<file path="src/rtl/cla_pipe_addsub.sv">
// cla_pipe_addsub
//   Pipelined carry-lookahead adder/subtractor. The WIDTH-bit operation is cut
//   into GROUP_W-bit lookahead groups; each pipeline stage resolves one group
//   and registers its carry-out for the next stage. Valid/ready flow control
//   with a full-pipeline stall on output backpressure.
//
// Ports
//   clk        rising-edge clock
//   rst        asynchronous active-high reset
//   in_valid   operand beat valid
//   in_ready   block can accept a beat this cycle
//   a, b       operands (WIDTH bits)
//   sub        1 = A - B, 0 = A + B
//   cin        carry-in (add) / borrow-in (sub)
//   out_valid  result beat valid
//   out_ready  consumer accepts the result this cycle
//   sum        result (WIDTH bits)
//   cout       raw carry out of the MSB (for subtract, 1 = no borrow)
//   ovf        two's-complement signed overflow
module cla_pipe_addsub #(
    parameter int WIDTH   = 16,
    parameter int GROUP_W = 4
) (
    input  logic             clk,
    input  logic             rst,
    input  logic             in_valid,
    output logic             in_ready,
    input  logic [WIDTH-1:0] a,
    input  logic [WIDTH-1:0] b,
    input  logic             sub,
    input  logic             cin,
    output logic             out_valid,
    input  logic             out_ready,
    output logic [WIDTH-1:0] sum,
    output logic             cout,
    output logic             ovf
);
    localparam int STAGES = WIDTH / GROUP_W;

    // Flattened lookahead: every carry is a sum of products of g/p terms and
    // the group carry-in, so no carry ripples through the group.
    // Result bit 0 is the carry-in, bit i is the carry into bit i, bit GROUP_W
    // is the group carry-out.
    function automatic logic [GROUP_W:0] cla_carries(
        input logic [GROUP_W-1:0] ga,
        input logic [GROUP_W-1:0] gb,
        input logic               ci
    );
        logic [GROUP_W-1:0] p;
        logic [GROUP_W-1:0] g;
        logic [GROUP_W:0]   c;
        logic               term;
        p    = ga ^ gb;
        g    = ga & gb;
        c    = '0;
        c[0] = ci;
        for (int i = 0; i < GROUP_W; i++) begin
            c[i+1] = g[i];
            term   = p[i];
            for (int j = i - 1; j >= 0; j--) begin
                c[i+1] = c[i+1] | (term & g[j]);
                term   = term & p[j];
            end
            c[i+1] = c[i+1] | (term & ci);
        end
        return c;
    endfunction

    // Per-stage pipeline registers. acc holds the not-yet-consumed A groups in
    // its low part and the finished sum groups in its high part: each stage
    // shifts right by one group and drops its sum group in at the top, so after
    // the last stage acc is exactly the in-order result (skew + deskew in one).
    logic [STAGES-1:0]              vld_q, vld_d;
    logic [STAGES-1:0]              cy_q, cy_d;
    logic [STAGES-1:0][WIDTH-1:0]   acc_q, acc_d;
    logic [STAGES-1:0][WIDTH-1:0]   bsk_q, bsk_d;
    logic                           ovf_q, ovf_d;

    // Stage inputs and combinational group results
    logic [STAGES-1:0][WIDTH-1:0]   st_a;
    logic [STAGES-1:0][WIDTH-1:0]   st_b;
    logic [STAGES-1:0]              st_c;
    logic [STAGES-1:0]              st_v;
    logic [STAGES-1:0][GROUP_W:0]   st_cv;
    logic [STAGES-1:0][GROUP_W-1:0] st_s;

    logic stall;

    // Operand conditioning: subtract is A + ~B + 1, borrow-in drops the +1.
    assign st_a[0] = a;
    assign st_b[0] = b ^ {WIDTH{sub}};
    assign st_c[0] = cin ^ sub;
    assign st_v[0] = in_valid;

    for (genvar k = 1; k < STAGES; k++) begin : g_link
        assign st_a[k] = acc_q[k-1];
        assign st_b[k] = bsk_q[k-1];
        assign st_c[k] = cy_q[k-1];
        assign st_v[k] = vld_q[k-1];
    end

    for (genvar k = 0; k < STAGES; k++) begin : g_stage
        assign st_cv[k] = cla_carries(st_a[k][GROUP_W-1:0], st_b[k][GROUP_W-1:0], st_c[k]);
        assign st_s[k]  = st_a[k][GROUP_W-1:0] ^ st_b[k][GROUP_W-1:0] ^ st_cv[k][GROUP_W-1:0];
    end

    assign out_valid = vld_q[STAGES-1];
    assign stall     = out_valid & ~out_ready;
    assign in_ready  = ~stall;

    // The whole pipe freezes on stall; bubbles advance like real beats.
    always_comb begin
        vld_d = vld_q;
        cy_d  = cy_q;
        acc_d = acc_q;
        bsk_d = bsk_q;
        ovf_d = ovf_q;
        if (!stall) begin
            for (int k = 0; k < STAGES; k++) begin
                vld_d[k] = st_v[k];
                cy_d[k]  = st_cv[k][GROUP_W];
                acc_d[k] = (st_a[k] >> GROUP_W) | (WIDTH'(st_s[k]) << (WIDTH - GROUP_W));
                bsk_d[k] = st_b[k] >> GROUP_W;
            end
            // carry into the MSB vs carry out of the MSB, both in the last group
            ovf_d = st_cv[STAGES-1][GROUP_W] ^ st_cv[STAGES-1][GROUP_W-1];
        end
    end

    always_ff @(posedge clk or posedge rst) begin
        if (rst) begin
            vld_q <= '0;
            cy_q  <= '0;
            acc_q <= '0;
            bsk_q <= '0;
            ovf_q <= 1'b0;
        end else begin
            vld_q <= vld_d;
            cy_q  <= cy_d;
            acc_q <= acc_d;
            bsk_q <= bsk_d;
            ovf_q <= ovf_d;
        end
    end

    // The last stage's B skew has no consumer; synthesis trims it.
    logic unused_skew;
    assign unused_skew = ^bsk_q[STAGES-1];

    assign sum  = acc_q[STAGES-1];
    assign cout = cy_q[STAGES-1];
    assign ovf  = ovf_q;

endmodule

</file>
<file path="config.mk">
export PLATFORM = sky130hd
export DESIGN_NAME = cla_pipe_addsub
export DESIGN_NICKNAME = d
export VERILOG_FILES = /design/src/rtl/cla_pipe_addsub.sv
export SDC_FILE = /design/constraint.sdc
export NUM_CORES = 1
export LEC_CHECK = 0
export ABC_AREA = 1
export BUFFER_PORTS_ARGS = -buffer_cell sky130_fd_sc_hd__buf_2
export CAP_MARGIN = 25
export CORE_MARGIN = 5
export CORE_UTILIZATION = 40
export DETAILED_ROUTE_END_ITERATION = 8
export PLACE_DENSITY = 0.58
export SLEW_MARGIN = 15
export SYNTH_ARGS = -nofsm -noshare
export SYNTH_HDL_FRONTEND = slang
export SYNTH_SLANG_ARGS = --single-unit
</file>
<file path="constraint.sdc">
create_clock -name clk -period 4.4 [get_ports clk]
set_input_delay 1.32 -clock clk [delete_from_list [all_inputs] [get_ports clk]]
set_output_delay 1.32 -clock clk [all_outputs]
set_load 0.02 [all_outputs]
</file>
== After elaboration in Yosys (flattened, before gate mapping) ==
Cells that the tools add are included.

* Bitwise operators: 126
* Shifts and indexed selects: 0
* Order comparisons: 0
* Div/mod/pow operators: 0
* Muxes and demuxes: 0
* Add/subtract/negate cells: 0
* Equality and inequality tests: 0
* $mul: 0
* Reductions and logical operators: 0

{| class="wikitable"
|+ Operator list
! kind !! number
|-
| 1-bit bitwise AND || 65
|-
| 12-bit by 16-bit bitwise OR with 16-bit output || 4
|-
| 1-bit bitwise OR || 40
|-
| 4-bit XOR || 8
|-
| 4-bit bitwise AND || 4
|-
| 16-bit XOR || 1
|-
| 1-bit NOT || 2
|-
| 1-bit XOR || 2
|}

* Input bits: 38
* Memories kept: 0
* Output and inout port bits: 20
* Memory bits (read-only): 0
* Bits in latches: 0
* RAM bits: 0
* Register bits: 97
* Word-level logic and storage cells: 136

== Logic depth before layout (Yosys ltp) ==
Gate-level depths: netlist of the first run.

* Word-level depth: 8
* Gate-level depth with buffers: 12
* Depth with buffers taken out: 10

== Worst setup path after synthesis of the first run ==
OpenSTA, ideal clock, no wires.

* Kind: input-to-output
* Start: input out_ready
* End: output in_ready
* Buffers on the path: 2
* Slack: 1.243 ns
* Stages on the path: 4
* Arrival time: 1.837 ns
* Data required time: 3.080 ns
* Path through: nor2_2 > inv_2 > buf_4 > buf_2

* Word-level cells in the longest chain between the ends: 3

{| class="wikitable"
|+ Ends and longest elaborated chain
! what !! RTL line !! text
|-
| start: declaration || 33 || <nowiki>input logic out_ready,</nowiki>
|-
| 1-bit NOT || 108 || <nowiki>assign stall = out_valid & ~out_ready;</nowiki>
|-
| 1-bit bitwise AND || 108 ||
|-
| 1-bit NOT || 109 || <nowiki>assign in_ready = ~stall;</nowiki>
|-
| end: declaration || 27 || <nowiki>output logic in_ready,</nowiki>
|}

No other way between the ends.

== Worst setup path in the final report of the first run ==
Ends and elaborated chain as after synthesis.

==> results.md, run 1 <==
- Status: completed
- Crit-path most repeated cell: buf_2
- Final Cycle Share: 70.0%
- Ys Warns: 0
- Initial Utilization: 40.4%
- Vias per cell: 4.66
- Share of the yosys chip area belonging to registers: 53.1%
- Nets@finish: 599
- CTS tree: yes
- Synth top area share: 53.1%
- First-pass GRT wire length: 14.6 mm
- CP cell instances: buf_2 -> nor2_4 -> inv_2 -> buf_2
- Post-Place Setup Slack: 1.31 ns
- Unique masters post-synth: 28
- Reg clk slew, reported paths: 0.06 ns
- Initial antenna violation count: 0
- Clock latency on the worst-skew pair: 0.34 ns
- Total track usage: 13.4%
- Synth top cells by count: nand2_1 (194), dfrtp_1 (97), o21ai_0 (39), inv_1 (28), buf_4 (19)
- Flops & latches, synth: 97
- Syn avg cell area: 9.03 um2
- Number of global-route vias before repair: 3272
- Final setup viols: 0
- Bufs and invs on worst path: 3
- Area grow syn2layout: 11.4%
- Hold depth: 2
- PD cells: 694 nW/um2
- Clk_skew: 0.00442 ns
- Finished Core Util: 44.9%
- Die Ht: 117 um
- Detailed Route WL: 8.48 mm
- Slew Viols, Final: 0
- RSZ-0062 raised after global routing: no
- Crit path time final: 3.08 ns
- Crit path DAT: 1.76 ns
- Area of the core: 11300 um2
- Syn nets: 566
- Worst min-delay path category: reg2reg
- DRC: 0
- Max cap viols: 0
- Die footprint: 13700 um2
- Synth Flop Type: dfrtp_1
- Pwr Total: 3.53 mW
- Reg2Reg Depth: 4
- Top Family by Delay on Critical Path: buffers and inverters
- Resize count post-CTS: 0
- Clk sinks: 97
- Routability cong.: 0.820
- Worst vdd ir: 0.289 mV
- Cell leakage power: 2.61 nW
- DR iter-0 viols: 171
- HPWL after DPL: 5.61 mm
- Synth area leader: dfrtp_1
- Setup crit start kind: input port
- Post-synth EDFFs: 0
- Antenna diodes: 0
- Post-CTS Setup Repair Bufs: 0
- Asr flop ratio synth: 100%
- Worst-margin pin slew: 0.992 ns
- Fin. Hold Viols: 0
- Largest net degree at the start of global routing: 111
- Rel. slew slack: 33.9%
- Worst setup margin: 1.32 ns
- Final ANT Viol Nets: 0
- IO Pins: 58
- DR pass1 iterations: 4
- CP Data Required Time: 3.08 ns
- Setup tns final: 0 ns
- Drt wl/cell: 12.3 um
- Crit Path Max Fanout: 2
- Via Count: 3200
- Fmax: 0.325 GHz
- Chip Width: 117 um
- Share of layout cells above drive strength 1: 15.3%
- CTS Buffer Depth: 2
- Clock tree root driver cell: clkbuf_16
- Hold buffer count at cts: 0
- Mapped Area: 4570 um2
- Most numerous cell in the Yosys netlist: nand2_1
- Site Rows: 39
- CTS Buf Count: 9
- Port Buffer Count: 57
- Slowest cell on the critical path: buf_2
- Synth top area cells: dfrtp_1 (53%), nand2_1 (16%), ha_1 (4.9%), o21ai_0 (4.3%), buf_4 (3.1%)
- Critical path depth: 4
- Total gr overflow: 0
- Worst path max stage delay: 0.15 ns
- Cells after synthesis: 506
- WHS: 0.457 ns
- Endpoint class of the critical path: output pin
- Crit Path Category: in2out
- # H-tree levels: 3
path summary, 6_finish.rpt:
| check | startpoint | end | slack, ns |
|---|---|---|---|
| worst max register to register | vld_q[3] | acc_q[45] | 2.67 |
| worst min-delay path | vld_q[2] | vld_q[3] | 0.46 |
| max in group asynchronous | rst | acc_q[44] | 2.54 |
| worst max-delay path | out_ready | in_ready | 1.32 |
| min in group asynchronous | rst | acc_q[38] | 1.07 |
| worst min register to register | vld_q[2] | vld_q[3] | 0.46 |
cell families (layout without fill, tap and decap cells):
group | Yosys count | after routing | synth area share [%]
adders and majority gates | 22 | 22 | 6.68
DFF | 97 | 97 | 53.1
xor gates and xnor gates | 21 | 21 | 4.44
buffers and inverters | 68 | 106 | 8.03
AOI/OAI and AO/OA | 60 | 60 | 6.79
and+or+nand+nor | 238 | 238 | 20.9
power breakdown:
group | leakage, nW | switching (mW) | total [mW] | internal, mW
Combinational | 1.30 | 0.813 | 1.30 | 0.491
Sequential | 1.17 | 0.209 | 1.50 | 1.29
Clock | 0.139 | 0.315 | 0.727 | 0.412
Total | 2.61 | 1.34 | 3.53 | 2.19
flip-flops by register name, indices dropped and copies added, names as in the netlist:
signal	count
acc_q	48
bsk_q	24
sum	16
cy_q	4
vld_q	4
ovf	1
placed cells by master, fill, tap and decap left out, types with 5 or more instances in the layout:
| cell type | n |
|---|---|
| inv_1 | 27 |
| nor2_1 | 12 |
| xnor2_1 | 15 |
| dfrtp_1 | 97 |
| buf_2 | 57 |
| xor2_1 | 5 |
| clkbuf_16 | 9 |
| ha_1 | 18 |
| o21ai_0 | 39 |
| a21oi_1 | 9 |
| nand2_1 | 194 |
| o21ai_1 | 7 |
| nand3_1 | 18 |
worst register-to-register path: stages (launching register included):
cell,delay [ns]
dfrtp_1,0.37
inv_1,0.08
nor2_4,0.09
buf_4,0.78
o21ai_0,0.25
layer usage:
metal	wire length, um	global-route usage, %	up-vias
met2	4040	22.0	50
li1	-	-	1643
met1	3890	16.9	1488
met3	292	1.90	19
met4	254	7.65	0
met5	0	0	-
cell type report:
class                           count  area [um2]
Clock inverter                      3        15.0
Tap cell                          143         179
Clock buffer                       13         260
Inverter                           29         111
Timing Repair Buffer               61         315
Sequential cell                    97        2430
Fill cell                        1159        6230
Multi-Input combinational cell    341        1780
through the flow:
| stage | std cells | instance area (um2) |
|---|---|---|
| 2_1_floorplan | 506 | 4570 |
| 3_3_place_gp | 671 | 4810 |
| 3_5_place_dp | 671 | 4810 |
| 4_1_cts | 687 | 5090 |
| 5_1_grt | 687 | 5090 |
| 6_report | 687 | 5090 |
(Power assumes the default switching activity.)
==> inputs of run 2 (changes only) <==
--- a/config.mk
+++ b/config.mk
@@ -5,7 +5,7 @@
 export SDC_FILE = /design/constraint.sdc
 export NUM_CORES = 1
 export LEC_CHECK = 0
-export ABC_AREA = 1
+export ABC_AREA = 0
 export BUFFER_PORTS_ARGS = -buffer_cell sky130_fd_sc_hd__buf_2
 export CAP_MARGIN = 25
 export CORE_MARGIN = 5
==> constraint.sdc (replaced) <==
create_clock -name clk -period 2.9 [get_ports clk]
set_input_delay 0.87 -clock clk [delete_from_list [all_inputs] [get_ports clk]]
set_output_delay 0.87 -clock clk [all_outputs]
set_load 0.02 [all_outputs]
==> run 2 against run 1 <==
Final area down 2.8%. Hold slack better by 0.011 ns. Power up 43%. Clock power up 19%. Core utilization up 0.50 points. Sequential cell count unchanged. Largest cell class unchanged.
==> results.md, run 2 <==
- Status: completed (unchanged)
- Number of fill cells in the layout: 1092 (was 1159)
- Most frequent cells in the layout: nand2_1 (213), dfrtp_1 (97), buf_2 (57) (was nand2_1 (194), dfrtp_1 (97), buf_2 (57))
- Fmax: 0.465 GHz
- Clock latency on the worst-skew pair: 0.35 ns (was 0.34 ns)
- CTS Buffer Depth: 2 (unchanged)
- Clk_skew: 0.00639 ns (was 0.00442 ns)
- Synth top cells by count: nand2_1 (213), dfrtp_1 (97), o21ai_0 (26), ha_1 (18), xnor2_1 (18) (was nand2_1 (194), dfrtp_1 (97), o21ai_0 (39), inv_1 (28), buf_4 (19))
- Port Buffer Count: 57 (unchanged)
- Endpoint class of the critical path: output pin (unchanged)
- Crit Path Max Fanout: 2 (unchanged)
- Crit Path Category: in2out (unchanged)
- DR iter-0 viols: 162 (was 171)
- Total gr overflow: 0 (unchanged)
- Max cap viols: 0 (unchanged)
- Chip Width: 116 um (was 117 um)
- Share of layout cells above drive strength 1: 16.2% (was 15.3%)
- Crit path time final: 2.15 ns
- Setup crit start kind: input port (unchanged)
- Total track usage: 12.9% (was 13.4%)
- Int Pwr: 3.12 mW (was 2.19 mW)
- PD cells: 1020 nW/um2 (was 694 nW/um2)
- Hold buffer count at cts: 0 (unchanged)
- Reg2Reg Depth: 5 (was 4)
- Via Count: 2959 (was 3200)
- Cells after synthesis: 480 (was 506)
- Asr flop ratio synth: 100% (unchanged)
- Reg2reg end: sum[14] (was acc_q[45])
- Max FFs per register: 48 (unchanged)
- Cell Area, Placed: 4750 um2 (was 4810 um2)
- Largest net degree at the start of global routing: 102 (was 111)
- FF-to-FF setup slack: 1.08 ns (was 2.67 ns)
- Final Cycle Share: 74.1%
- Synth Flop Type: dfrtp_1 (unchanged)
- Clk sinks: 97 (unchanged)
- Crit path DAT: 1.28 ns (was 1.76 ns)
- Initial antenna violation count: 0 (unchanged)
- Reg power frac: 45.2% (was 42.5%)
- Syn avg cell area: 9.31 um2 (was 9.03 um2)
- First-pass GRT wire length: 14.0 mm (was 14.6 mm)
- Flops & latches, synth: 97 (unchanged)
- Switching power total: 1.93 mW (was 1.34 mW)
- Top reg by flops: acc_q (unchanged)
- Share of the yosys chip area belonging to registers: 54.3% (was 53.1%)
- Detailed Route WL: 7.93 mm (was 8.48 mm)
- Clock tree root driver cell: clkbuf_8 (was clkbuf_16)
- Slew Viols, Final: 0 (unchanged)
- Die footprint: 13400 um2 (was 13700 um2)
- Final Cell Area: 4950 um2 (was 5090 um2)
- Number of global-route vias before repair: 3018 (was 3272)
- Nets@finish: 574 (was 599)
- Drt wl/cell: 12.0 um (was 12.3 um)
- Ys Warns: 0 (unchanged)
- Post-CTS Setup Repair Bufs: 0 (unchanged)
- Fin. Hold Viols: 0 (unchanged)
- RSZ-0062 raised after global routing: no (unchanged)
- Worst-margin pin slew: 0.976 ns (was 0.992 ns)
- Initial Utilization: 41.0% (was 40.4%)
- Cell leakage power: 2.52 nW (was 2.61 nW)
- Most common cell after layout, fill and taps aside: nand2_1 (unchanged)
- Unique masters post-synth: 28 (unchanged)
- Area grow syn2layout: 10.7% (was 11.4%)
- Clock power share: 17.2% (was 20.6%)
- Syn nets: 540 (was 566)
- Switch share: 38.2% (was 37.9%)
- Die Ht: 116 um (was 117 um)
- CP Data Required Time: 2.03 ns (was 3.08 ns)
- CTS tree: yes (unchanged)
- Antenna diodes: 0 (unchanged)
- Final ANT Viol Nets: 0 (unchanged)
- DR pass1 iterations: 4 (unchanged)
- Worst vdd ir: 0.646 mV (was 0.289 mV)
- Worst setup margin: 0.750 ns (was 1.32 ns)
- CTS Buf Count: 9 (unchanged)
- Most numerous cell in the Yosys netlist: nand2_1 (unchanged)
- Finished Core Util: 45.4% (was 44.9%)
- Synth top area share: 54.3% (was 53.1%)
- Area of the core: 10900 um2 (was 11300 um2)
- Final setup viols: 0 (unchanged)
- DRC: 0 (unchanged)
- Post-synth EDFFs: 0 (unchanged)
- Routability cong.: 0.788 (was 0.820)
- Reg2reg start: vld_q[3] (unchanged)
- Worst min-delay path category: reg2reg (unchanged)
- CP Capture Point: in_ready (unchanged)
- Comb power frac: 37.6% (was 36.9%)
- Resize count post-CTS: 0 (unchanged)
- Vias per cell: 4.49 (was 4.66)
- Site Rows: 38 (was 39)
- Synth top area cells: dfrtp_1 (54%), nand2_1 (18%), ha_1 (5.0%), xnor2_1 (3.5%), o21ai_0 (2.9%) (was dfrtp_1 (53%), nand2_1 (16%), ha_1 (4.9%), o21ai_0 (4.3%), buf_4 (3.1%))
- Post-Place Setup Slack: 0.458 ns (was 1.31 ns)
- HPWL after DPL: 5.24 mm (was 5.61 mm)
- Rel. slew slack: 34.9% (was 33.9%)
- DP Cell Count: 643 (was 671)
- Reg clk slew, reported paths: 0.09 ns (was 0.06 ns)
- Mapped Area: 4470 um2 (was 4570 um2)
- Setup tns final: 0 ns (unchanged)
- Post-Layout Cell Count: 659 (was 687)
- Synth area leader: dfrtp_1 (unchanged)
- IO Pins: 58 (unchanged)
- Crit path from: out_ready (unchanged)
- # H-tree levels: 3 (unchanged)
## run 2: cells by family after synthesis
group | synth area share, %
xor gates and xnor gates | 5.32
and+or+nand+nor | 19.4
buffers and inverters | 6.02
adders and majority gates | 6.83
AOI/OAI and AO/OA | 7.87
muxes | 0.224
DFF | 54.3
## run 2: worst max-delay path, cell delays in order
cell	delay, ns
buf_2	0.11
nor2b_4	0.11
inv_2	0.04
buf_2	0.15
## run 2: power by group through the flow
stage | Sequential [mW] | Clock [mW] | Combinational, mW
finish | 2.29 | 0.868 | 1.90
global route | 2.38 | 0.952 | 2.21
CTS | 2.30 | 0.903 | 1.95
detailed placement | 2.33 | 0 | 1.94
global placement | 2.31 | 0 | 1.88
floorplan | 2.26 | 0 | 1.64
## run 2: stage by stage
stage	hold WS [ns]	power (mW)
finish	0.467	5.06
floorplan	0.430	3.90
CTS	0.474	5.15
global route	0.497	5.54
detailed placement	0.453	4.27
global placement	0.446	4.19
## run 2: layer usage
layer  up-vias  global-route usage (%)  routed length (um)
met5         -                       0                   0
li1       1566                       -                   -
met2        55                    19.1                3400
met1      1329                    19.0                4120
met4         0                    5.18                 118
met3         9                    2.19                 295
## run 2: area by class of cell
type / count / area (um2) / share of cell area [%]
sequential: 97 / 2430 / 49.1
multi-input combinational: 336 / 1780 / 36.0
timing repair buffer: 62 / 335 / 6.78
tap: 140 / 175 / 3.54
clock buffer: 10 / 128 / 2.58
clock inverter: 6 / 67.6 / 1.37
inverter: 8 / 33.8 / 0.683
## run 2: how the worst min path moves through the flow
stage / startpoint / end / slack (ns) / cells after the start
3_5_place_dp: sum[8] / sum[8] / 0.45 / 2
5_1_grt: sum[8] / sum[8] / 0.50 / 2
2_1_floorplan: vld_q[2] / vld_q[2] / 0.43 / 2
4_1_cts: sum[8] / sum[8] / 0.47 / 2
6_report: sum[5] / sum[5] / 0.47 / 2
3_3_place_gp: vld_q[2] / vld_q[2] / 0.45 / 2
==> inputs of run 3 (changes only) <==
==> constraint.sdc (replaced) <==
create_clock -name clk -period 2 [get_ports clk]
set_input_delay 0.6 -clock clk [delete_from_list [all_inputs] [get_ports clk]]
set_output_delay 0.6 -clock clk [all_outputs]
set_load 0.02 [all_outputs]
==> run 3 against run 2 <==
Sequential power increased by 45%. Final area is 2.6% higher. Hold slack got worse by 0.25 ns. First-iteration DRC count decreased by 33%. Sequential share of layout area shrank 1.3 points. Largest cell class unchanged. Via count rose by 1.8%. Wire length up 0.23%. Critical endpoint unchanged. Clock power up 57%. Power rose by 48%.
==> results.md, run 3 (same netlist as run 2, synthesis figures left out) <==
- Status: completed (unchanged)
- Die Ht: 116 um (unchanged)
- Resize count post-CTS: 0 (unchanged)
- DR iter-0 viols: 108 (was 162)
- Detailed Route WL: 7.95 mm (was 7.93 mm)
- Max cap viols: 0 (unchanged)
- Clock latency on the worst-skew pair: 0.35 ns (about the same)
- Finished Core Util: 46.6% (was 45.4%)
- Final setup viols: 0 (unchanged)
- Clock tree root driver cell: clkbuf_8 (unchanged)
- Final Cycle Share: 84.8%
- Largest net degree at the start of global routing: 102 (unchanged)
- Post-Place Setup Slack: 0.0227 ns (was 0.458 ns)
- Setup crit start kind: flop (was input port)
- HPWL after DPL: 5.52 mm (was 5.24 mm)
- Crit path DAT: 1.10 ns (was 1.28 ns)
- Crit path time final: 1.70 ns
- Chip Width: 116 um (unchanged)
- Vias per cell: 4.56 (was 4.49)
- Bufs and invs on worst path: 2 (was 3)
- Top reg by flops: acc_q (unchanged)
- Most common cell after layout, fill and taps aside: nand2_1 (unchanged)
- Slowest cell on the critical path: dfrtp_1 (was buf_2)
- Worst-margin pin slew: 0.422 ns (was 0.976 ns)
- Area of the core: 10900 um2 (unchanged)
- # H-tree levels: 3 (unchanged)
- Register area: 2430 um2 (unchanged)
- Total track usage: 13.2% (was 12.9%)
- Port Buffer Count: 57 (unchanged)
- Die footprint: 13400 um2 (unchanged)
- Initial antenna violation count: 0 (unchanged)
- Worst setup margin: 0.304 ns (was 0.750 ns)
- CP cell instances: nor2b_4 -> inv_2 -> buf_2 (was buf_2 -> nor2b_4 -> inv_2 -> buf_2)
- Crit Path Category: reg2out (was in2out)
- CTS tree: yes (unchanged)
- CP Data Required Time: 1.40 ns (was 2.03 ns)
- Endpoint class of the critical path: output pin (unchanged)
- Routability cong.: 0.748 (was 0.788)
- DP Cell Count: 646 (was 643)
- Reg clk slew, reported paths: 0.09 ns (about the same)
- Nets@finish: 577 (was 574)
- WHS: 0.217 ns (was 0.467 ns)
- Site Rows: 38 (unchanged)
- Total gr overflow: 0 (unchanged)
- Cell leakage power: 2.57 nW (was 2.52 nW)
- Cell Area, Placed: 4870 um2 (was 4750 um2)
- PD cells: 1470 nW/um2 (was 1020 nW/um2)
- Slew Viols, Final: 0 (unchanged)
- RSZ-0062 raised after global routing: no (unchanged)
- Fmax: 0.590 GHz
- First-pass GRT wire length: 14.0 mm (about the same)
- Most frequent cells in the layout: nand2_1 (213), dfrtp_1 (97), buf_2 (57) (unchanged)
- Fin. Hold Viols: 0 (unchanged)
- Worst vdd ir: 1.03 mV (was 0.646 mV)
- Top Family by Delay on Critical Path: flip-flops (was buffers and inverters)
- Worst min-delay path category: in2async (was reg2reg)
- Clk_skew: 0.00995 ns (was 0.00639 ns)
- Post-CTS Setup Repair Bufs: 0 (unchanged)
- CTS Buf Count: 9 (unchanged)
- Final Cell Area: 5080 um2 (was 4950 um2)
- CTS Buffer Depth: 2 (unchanged)
- IO Pins: 58 (unchanged)
- Final ANT Viol Nets: 0 (unchanged)
- Rel. slew slack: 71.9% (was 34.9%)
- Clk sinks: 97 (unchanged)
- Share of layout cells above drive strength 1: 17.1% (was 16.2%)
- Post-Layout Cell Count: 661 (was 659)
- Area grow syn2layout: 13.6% (was 10.7%)
- Max FFs per register: 48 (unchanged)
- Multi-input logic area: 1820 um2 (was 1780 um2)
- Setup tns final: 0 ns (unchanged)
- Hold buffer count at cts: 0 (unchanged)
- Number of fill cells in the layout: 1076 (was 1092)
- Antenna diodes: 0 (unchanged)
- Pwr Total: 7.47 mW (was 5.06 mW)
- Number of global-route vias before repair: 3058 (was 3018)
- Via Count: 3011 (was 2959)
- Drt wl/cell: 12.0 um (about the same)
- DRC: 0 (unchanged)
- DR pass1 iterations: 4 (unchanged)
- Crit Path Max Fanout: 2 (unchanged)
- Initial Utilization: 41.0% (unchanged)
- Worst path max stage delay: 0.38 ns (was 0.15 ns)
-- run 3: worst paths after layout --
path                           start        to  slack, ns  cells past startpoint
max                         vld_q[3]  in_ready       0.30                      3
min                              rst    sum[4]       0.22                      2
max reg2reg                acc_q[16]   cy_q[2]       0.40                      5
min reg2reg                   sum[5]    sum[5]       0.47                      2
max in group asynchronous        rst  acc_q[8]       1.29                      3
min in group clk                a[6]  acc_q[2]       0.44                      3
-- run 3: cell type report --
class | count | share of cell area, %
flip-flops and latches | 97 | 47.8
multi-input cells | 336 | 35.9
repair buffers | 65 | 8.03
well taps | 140 | 3.45
clock buffers | 12 | 2.86
clock inverters | 3 | 1.28
inverters | 8 | 0.665
-- run 3: routing by layer --
metal	vias up	track usage (%)	part of all wire [%]
met1	1377	18.2	49
met5	-	0	0
li1	1572	-	-
met2	50	19.8	44
met3	12	2.61	4.2
met4	0	6.73	2.2
-- run 3: power by group --
group | total (mW) | switching (mW) | internal, mW
Clock | 1.36 | 0.626 | 0.732
Combinational | 2.80 | 1.65 | 1.15
Sequential | 3.31 | 0.474 | 2.84
Total | 7.47 | 2.75 | 4.72
